[src/rtl/twiddle_seq_gen_if.sv]
// Stream and control bundle between the twiddle sequencer and the FFT butterfly unit.
// master = sequencer side, slave = consumer side.
interface twiddle_seq_gen_if #(
  parameter int N = 16,
  parameter int K = 9
);
  localparam int LOG_N = $clog2(N);
  localparam int MW    = $clog2(LOG_N + 1);

  logic                    start;
  logic [MW-1:0]           cfg_log_m;
  logic [LOG_N-1:0]        cfg_stage;
  logic                    cfg_inv;
  logic                    busy;
  logic                    cfg_err;
  logic                    tw_valid;
  logic                    tw_ready;
  logic signed [K-1:0]     tw_re;
  logic signed [K-1:0]     tw_im;
  logic [LOG_N-2:0]        tw_idx;
  logic                    tw_last;

  modport master (
    input  start, cfg_log_m, cfg_stage, cfg_inv, tw_ready,
    output busy, cfg_err, tw_valid, tw_re, tw_im, tw_idx, tw_last
  );

  modport slave (
    output start, cfg_log_m, cfg_stage, cfg_inv, tw_ready,
    input  busy, cfg_err, tw_valid, tw_re, tw_im, tw_idx, tw_last
  );
endinterface

[src/rtl/twiddle_seq_gen.sv]
// Radix-2 DIF twiddle sequencer: quarter-wave cosine ROM, symmetry rebuild, 2-stage valid/ready pipe.
// Optional macro TWIDDLE_INVERSE_EN enables conjugate (IFFT) output via cfg_inv.
module twiddle_seq_gen #(
  parameter int N = 16,
  parameter int K = 9
) (
  input  logic              clk,
  input  logic              rst_n,
  twiddle_seq_gen_if.master tw_if
);
  localparam int LOG_N = $clog2(N);
  localparam int MW    = $clog2(LOG_N + 1);
  localparam int IW    = LOG_N - 1;
  localparam int EW    = LOG_N + 1;
  localparam int Q     = N / 4;

  localparam logic [EW-1:0] ONE_E = EW'(1);
  localparam logic [IW-1:0] QW    = IW'(Q);

  typedef logic [K-1:0]        mag_t;
  typedef logic [Q:0][K-1:0]   rom_t;

  function automatic rom_t build_rom();
    rom_t t;
    real  x;
    int   v;
    t = '0;
    for (int unsigned j = 0; j <= Q; j++) begin
      x = (2.0 ** (K - 1)) * $cos(2.0 * 3.14159265358979323846 * j / N);
      v = (x >= 0.0) ? $rtoi(x + 0.5) : -$rtoi(0.5 - x);
      if (v > 2 ** (K - 1) - 1) v = 2 ** (K - 1) - 1;
      t[IW'(j)] = mag_t'(v);
    end
    return t;
  endfunction

  localparam rom_t COS_ROM = build_rom();

  typedef enum logic [1:0] {IDLE, RUN, DRAIN} state_t;
  state_t state, state_nx;

  logic [MW-1:0]    m_q;
  logic [LOG_N-1:0] s_q;
  logic [IW-1:0]    b_q;

  logic             cfg_ok, accept, err_set, issue, adv;
  logic [EW-1:0]    span;
  logic [IW-1:0]    bmask, lastb, k_issue, a_re, a_im;
  logic [EW-1:0]    shk;
  logic             quad;

  logic             p1_valid, p1_last, p1_quad;
  logic [IW-1:0]    p1_k;
  mag_t             p1_mre, p1_mim;

  logic             tw_valid_q, tw_last_q, cfg_err_q;
  logic [K-1:0]     tw_re_q, tw_im_q;
  logic [IW-1:0]    tw_idx_q;
  logic [K:0]       re_ext, im_ext, re_s, im_s;
  logic             conj;

`ifdef TWIDDLE_INVERSE_EN
  logic inv_q;
  assign conj = inv_q;
`else
  logic unused_inv;
  assign unused_inv = tw_if.cfg_inv;
  assign conj = 1'b0;
`endif

  assign cfg_ok = (tw_if.cfg_log_m != '0)
               && (EW'(tw_if.cfg_log_m) <= EW'(LOG_N))
               && (EW'(tw_if.cfg_stage) < EW'(tw_if.cfg_log_m));
  assign adv = !tw_valid_q || tw_if.tw_ready;

  // FSM: state register
  always_ff @(posedge clk or negedge rst_n) begin
    if (!rst_n) state <= IDLE;
    else        state <= state_nx;
  end

  // FSM: next state
  always_comb begin
    state_nx = state;
    unique case (state)
      IDLE:    if (tw_if.start && cfg_ok) state_nx = RUN;
      RUN:     if (adv && b_q == lastb) state_nx = DRAIN;
      DRAIN:   if (tw_valid_q && tw_if.tw_ready && tw_last_q) state_nx = IDLE;
      default: state_nx = IDLE;
    endcase
  end

  // FSM: outputs
  always_comb begin
    accept  = 1'b0;
    err_set = 1'b0;
    issue   = 1'b0;
    unique case (state)
      IDLE: begin
        accept  = tw_if.start && cfg_ok;
        err_set = tw_if.start && !cfg_ok;
      end
      RUN:     issue = adv;
      default: ;
    endcase
  end

  // k = ((b mod (M >> (s+1))) << s) << (LOG_N - m); masks are powers of two
  always_comb begin
    span    = EW'(m_q) - EW'(s_q) - ONE_E;
    bmask   = IW'((ONE_E << span) - ONE_E);
    lastb   = IW'((ONE_E << (EW'(m_q) - ONE_E)) - ONE_E);
    shk     = EW'(LOG_N) - EW'(m_q);
    k_issue = ((b_q & bmask) << s_q) << shk;
    quad    = k_issue[IW-1];
    a_re    = quad ? QW - IW'(k_issue[IW-2:0]) : k_issue;
    a_im    = quad ? IW'(k_issue[IW-2:0])      : QW - k_issue;
  end

  always_comb begin
    re_ext = {1'b0, p1_mre};
    im_ext = {1'b0, p1_mim};
    re_s   = p1_quad ? -re_ext : re_ext;
    im_s   = conj ? im_ext : -im_ext;
  end

  always_ff @(posedge clk or negedge rst_n) begin
    if (!rst_n) begin
      m_q        <= '0;
      s_q        <= '0;
      b_q        <= '0;
      cfg_err_q  <= 1'b0;
      p1_valid   <= 1'b0;
      p1_last    <= 1'b0;
      p1_quad    <= 1'b0;
      p1_k       <= '0;
      p1_mre     <= '0;
      p1_mim     <= '0;
      tw_valid_q <= 1'b0;
      tw_last_q  <= 1'b0;
      tw_re_q    <= '0;
      tw_im_q    <= '0;
      tw_idx_q   <= '0;
`ifdef TWIDDLE_INVERSE_EN
      inv_q      <= 1'b0;
`endif
    end else begin
      cfg_err_q <= err_set;
      if (accept) begin
        m_q <= tw_if.cfg_log_m;
        s_q <= tw_if.cfg_stage;
        b_q <= '0;
`ifdef TWIDDLE_INVERSE_EN
        inv_q <= tw_if.cfg_inv;
`endif
      end else if (issue) begin
        b_q <= b_q + IW'(1);
      end
      // Both stages move together so a stall freezes the whole pipe
      if (adv) begin
        p1_valid <= issue;
        if (issue) begin
          p1_k    <= k_issue;
          p1_last <= (b_q == lastb);
          p1_quad <= quad;
          p1_mre  <= COS_ROM[a_re];
          p1_mim  <= COS_ROM[a_im];
        end
        tw_valid_q <= p1_valid;
        tw_last_q  <= p1_valid && p1_last;
        tw_idx_q   <= p1_k;
        tw_re_q    <= re_s[K-1:0];
        tw_im_q    <= im_s[K-1:0];
      end
    end
  end

  assign tw_if.busy     = (state != IDLE);
  assign tw_if.cfg_err  = cfg_err_q;
  assign tw_if.tw_valid = tw_valid_q;
  assign tw_if.tw_last  = tw_last_q;
  assign tw_if.tw_idx   = tw_idx_q;
  assign tw_if.tw_re    = tw_re_q;
  assign tw_if.tw_im    = tw_im_q;
endmodule

[src/flat_wrapper.sv]
// flat-port wrapper written by rule: the top's interface ports become plain ports
module twiddle_seq_gen_flat 
#(
  parameter int N = 16,
  parameter int K = 9
)
  (clk, rst_n, tw_if_start, tw_if_cfg_log_m, tw_if_cfg_stage, tw_if_cfg_inv, tw_if_tw_ready, tw_if_busy, tw_if_cfg_err, tw_if_tw_valid, tw_if_tw_re, tw_if_tw_im, tw_if_tw_idx, tw_if_tw_last);
  twiddle_seq_gen_if #(.N(N), .K(K)) tw_if_i ();
  input  logic clk;
  input  logic rst_n;
  input wire logic [$bits(tw_if_i.start)-1:0] tw_if_start;
  input wire logic [$bits(tw_if_i.cfg_log_m)-1:0] tw_if_cfg_log_m;
  input wire logic [$bits(tw_if_i.cfg_stage)-1:0] tw_if_cfg_stage;
  input wire logic [$bits(tw_if_i.cfg_inv)-1:0] tw_if_cfg_inv;
  input wire logic [$bits(tw_if_i.tw_ready)-1:0] tw_if_tw_ready;
  output wire logic [$bits(tw_if_i.busy)-1:0] tw_if_busy;
  output wire logic [$bits(tw_if_i.cfg_err)-1:0] tw_if_cfg_err;
  output wire logic [$bits(tw_if_i.tw_valid)-1:0] tw_if_tw_valid;
  output wire logic [$bits(tw_if_i.tw_re)-1:0] tw_if_tw_re;
  output wire logic [$bits(tw_if_i.tw_im)-1:0] tw_if_tw_im;
  output wire logic [$bits(tw_if_i.tw_idx)-1:0] tw_if_tw_idx;
  output wire logic [$bits(tw_if_i.tw_last)-1:0] tw_if_tw_last;
  assign tw_if_i.start = tw_if_start;
  assign tw_if_i.cfg_log_m = tw_if_cfg_log_m;
  assign tw_if_i.cfg_stage = tw_if_cfg_stage;
  assign tw_if_i.cfg_inv = tw_if_cfg_inv;
  assign tw_if_i.tw_ready = tw_if_tw_ready;
  assign tw_if_busy = tw_if_i.busy;
  assign tw_if_cfg_err = tw_if_i.cfg_err;
  assign tw_if_tw_valid = tw_if_i.tw_valid;
  assign tw_if_tw_re = tw_if_i.tw_re;
  assign tw_if_tw_im = tw_if_i.tw_im;
  assign tw_if_tw_idx = tw_if_i.tw_idx;
  assign tw_if_tw_last = tw_if_i.tw_last;
  twiddle_seq_gen #(.N(N), .K(K)) u_core (.clk(clk), .rst_n(rst_n), .tw_if(tw_if_i));
endmodule
[config.mk]
export PLATFORM = sky130hd
export DESIGN_NAME = twiddle_seq_gen_flat
export DESIGN_NICKNAME = d
export VERILOG_FILES = /design/src/rtl/twiddle_seq_gen_if.sv /design/src/rtl/twiddle_seq_gen.sv /design/src/flat_wrapper.sv
export SDC_FILE = /design/constraint.sdc
export NUM_CORES = 1
export LEC_CHECK = 0
export ABC_AREA = 1
export BUFFER_PORTS_ARGS = -buffer_cell sky130_fd_sc_hd__clkbuf_2
export CORE_MARGIN = 2
export CORE_UTILIZATION = 52
export DETAILED_ROUTE_END_ITERATION = 8
export PLACE_DENSITY = 0.76
export SLEW_MARGIN = 15
export SYNTH_ARGS = -nofsm -noshare
export SYNTH_HDL_FRONTEND = slang
export SYNTH_SLANG_ARGS = --single-unit
[constraint.sdc]
create_clock -name clk -period 3.5 [get_ports clk]
set_input_delay 0.175 -clock clk [delete_from_list [all_inputs] [get_ports clk]]
set_output_delay 0.175 -clock clk [all_outputs]
set_load 0.05 [all_outputs]
==> results.json <==
{
  "grt_pass1_vias": 2205,
  "outcome": "finished clean",
  "final_util": 0.619,
  "vias_per_cell": 4.86,
  "hold_viol": 0,
  "cts_tree": "done",
  "postLayoutCellArea_sq_um": 3410,
  "portBuffers": 35,
  "initial_core_util": 0.540,
  "area_growth_syn_to_layout_pct": 14.6,
  "synth_edf_count": 0,
  "drtPass1Iterations": 4,
  "syn_area_sq_um": 2980,
  "slew_headroom": 0.568,
  "finalNetCount": 449,
  "synth_warnings": 0,
  "endpoint_kind": "flip-flop",
  "cts_buffer_depth": 2,
  "wirelength_um": 5380,
  "numClockSinks": 53,
  "worst_slew_pin_slew_ns": 0.649,
  "layoutNonFillerInstCount": 491,
  "synth-async-reset-ratio": 1.00,
  "period_minus_slack_ns": 3.32,
  "synthCells": 374,
  "drtIter0Drc": 115,
  "syn_nets": 405,
  "dp.cells": 481,
  "ioPinCount": 37,
  "dieWidth_um": 79.6,
  "slowest_delay_ns": 0.55,
  "setup.worst_path.class": "flip-flop to flip-flop",
  "ys_seq_area_frac": 0.446,
  "holdWs_ns": 0.0802,
  "ys_ff_latch": 53,
  "fin_skew_ns": 0.00923,
  "drive_gt1_frac": 0.200,
  "cts_buffers": 5,
  "core_sq_um": 5510,
  "postRouteAntennaNets": 0,
  "fin_crit_sh": 0.950,
  "routedWlPerCell_um": 10.9,
  "n_antenna_cell": 0,
  "ctsRootBufferMaster": "clkbuf_8",
  "setup_violations": 0,
  "max_freq_mhz": 301,
  "cpMaxStageDelayCell": "fa_2",
  "cap_violations": 0,
  "syn_area_per_cell_sq_um": 7.96,
  "die_area_sq_um": 6340,
  "clk_transition_reported_paths_ns": 0.10,
  "hp-class": "input pin to flip-flop",
  "grt_max_degree": 54,
  "maxSlewViolCount": 0,
  "path_cells": "inv_2, ha_4, inv_1, fa_2, inv_2, nor2_4, nand4_1, ha_4, nor3_2, inv_1, a21oi_2, nand2_1, nand2_1, nand3_2, ha_1, inv_1, nand3_1, nand2_2, inv_2, ha_1, inv_1, nand2_1, nand2_1",
  "dpl.hpwl_um": 4010,
  "track_usage": 0.183,
  "drc": 0,
  "cp.arrival_ns": 3.53,
  "via_count": 2388,
  "crit_fanout": 2,
  "gp_congestion": 0.873,
  "fillers": 476,
  "rows": 27,
  "grt_pass1_wl_um": 9320,
  "startpoint_type": "flip-flop",
  "required_ns": 3.71,
  "die_h_um": 79.6,
  "cts-htree-levels": 2,
  "dpl-instance-area_sq_um": 3260,
  "gr-total-overflow": 0,
  "antenna_found_initial": 0,
  "ys.flop_type": "dfrtp_1",
  "synth_cell_types": 36,
  "clk_latency_ns": 0.31
}
## metal layers
metal,GRT usage,routed length [um]
met3,0.0305,149
met1,0.227,2560
met5,0,0
met2,0.322,2580
met4,0.0621,85
## stage by stage
stage | setup TNS (ns) | worst slack [ns]
finish | 0 | 0.175
global route | -0.0433 | -0.0388
CTS | 0 | 0.0237
detailed placement | 0 | 0.0458
global placement | 0 | 0.113
floorplan | 0 | 0.0417
## cells in the mapped netlist (2+ instances only)
cell type	count	area, sq um
o21ai_1	3	15.0
o21ai_0	21	105
or2_1	2	12.5
nand4_1	3	18.8
inv_2	5	18.8
nand2_4	3	33.8
a21oi_1	7	35.0
or2_2	2	12.5
nor3_1	4	20.0
dfrtp_1	53	1330
ha_1	18	225
a21oi_2	2	17.5
nand2_2	6	37.5
nor2_1	17	63.8
nand3_1	20	100
o31ai_1	2	15.0
clkbuf_1	6	22.5
nand2_1	123	462
nand4_4	2	42.5
xnor2_1	2	17.5
inv_1	54	203
xor2_1	5	43.8
## state kept, by name, indices dropped and copies added (netlist names)
signal,count
u_core.tw_if.tw_im,9
u_core.tw_if.tw_re,9
u_core.p1_mim,6
u_core.p1_mre,6
u_core.s_q,4
u_core.b_q,3
u_core.m_q,3
u_core.p1_k,3
u_core.tw_if.tw_idx,3
u_core.state,2
u_core.p1_last,1
u_core.p1_valid,1
u_core.tw_if.cfg_err,1
u_core.tw_if.tw_last,1
u_core.tw_if.tw_valid,1
## timing repair
item	CTS	global route
endpoints found under the hold margin	24	0
buffers inserted	0	1
hold buffers	1	0
resized for setup	0	10
setup endpoints to repair	0	10
## cells by family after synthesis
kind of cell	synth area share
adder cells (fa/ha/maj)	0.0824
flip-flops	0.446
XOR/XNOR	0.0206
buffers and inverters	0.0858
AO/OA/AOI/OAI	0.0841
AND/OR/NAND/NOR	0.281
## cell usage in the layout (no fill, tap or decap), drive strengths merged, types with 2 or more instances in the layout
cell      n
nand3    21
nor2     19
nand2   132
inv      60
clkinv    2
clkbuf   40
xnor2     2
or2       4
o31ai     2
ha       18
o21ai    25
dfrtp    53
xor2      5
a21oi     9
nor3      4
nand4     5
buf       8
## path summary, 6_finish.rpt
kind,from,to,slack [ns],cells after the start
worst min register to register,u_core.p1_k[1],u_core.tw_if.tw_idx[1],0.48,2
worst max register to register,u_core.s_q[0],u_core.p1_mre[1],0.18,23
min in group asynchronous,rst_n,u_core.tw_if.tw_last,0.51,3
worst min-delay path,tw_if_start,u_core.tw_if.cfg_err,0.08,3
worst max-delay path,u_core.s_q[0],u_core.p1_mre[1],0.18,23
max in group asynchronous,rst_n,u_core.p1_mim[3],2.56,3
## layout make-up
cell class | instances | area (sq um) | share of cell area
clock buffers | 5 | 68.8 | 0.0202
clock inverters | 3 | 21.3 | 0.00624
inverters | 60 | 225 | 0.0660
multi-input cells | 254 | 1430 | 0.420
flip-flops and latches | 53 | 1330 | 0.389
well taps | 72 | 90.1 | 0.0264
repair buffers | 44 | 245 | 0.0719
## critical path: cells and delay by family, from the launching register on
kind,cells,cell delay [ns]
buffers and inverters,7,0.41
adders and majority gates,5,1.46
and+or+nand+nor,10,0.82
DFF,1,0.40
AOI/OAI and AO/OA,1,0.13
Power is left out: the tool's default activity adds up to more than one toggle a clock period on the data nets, which glitch-free logic cannot reach.
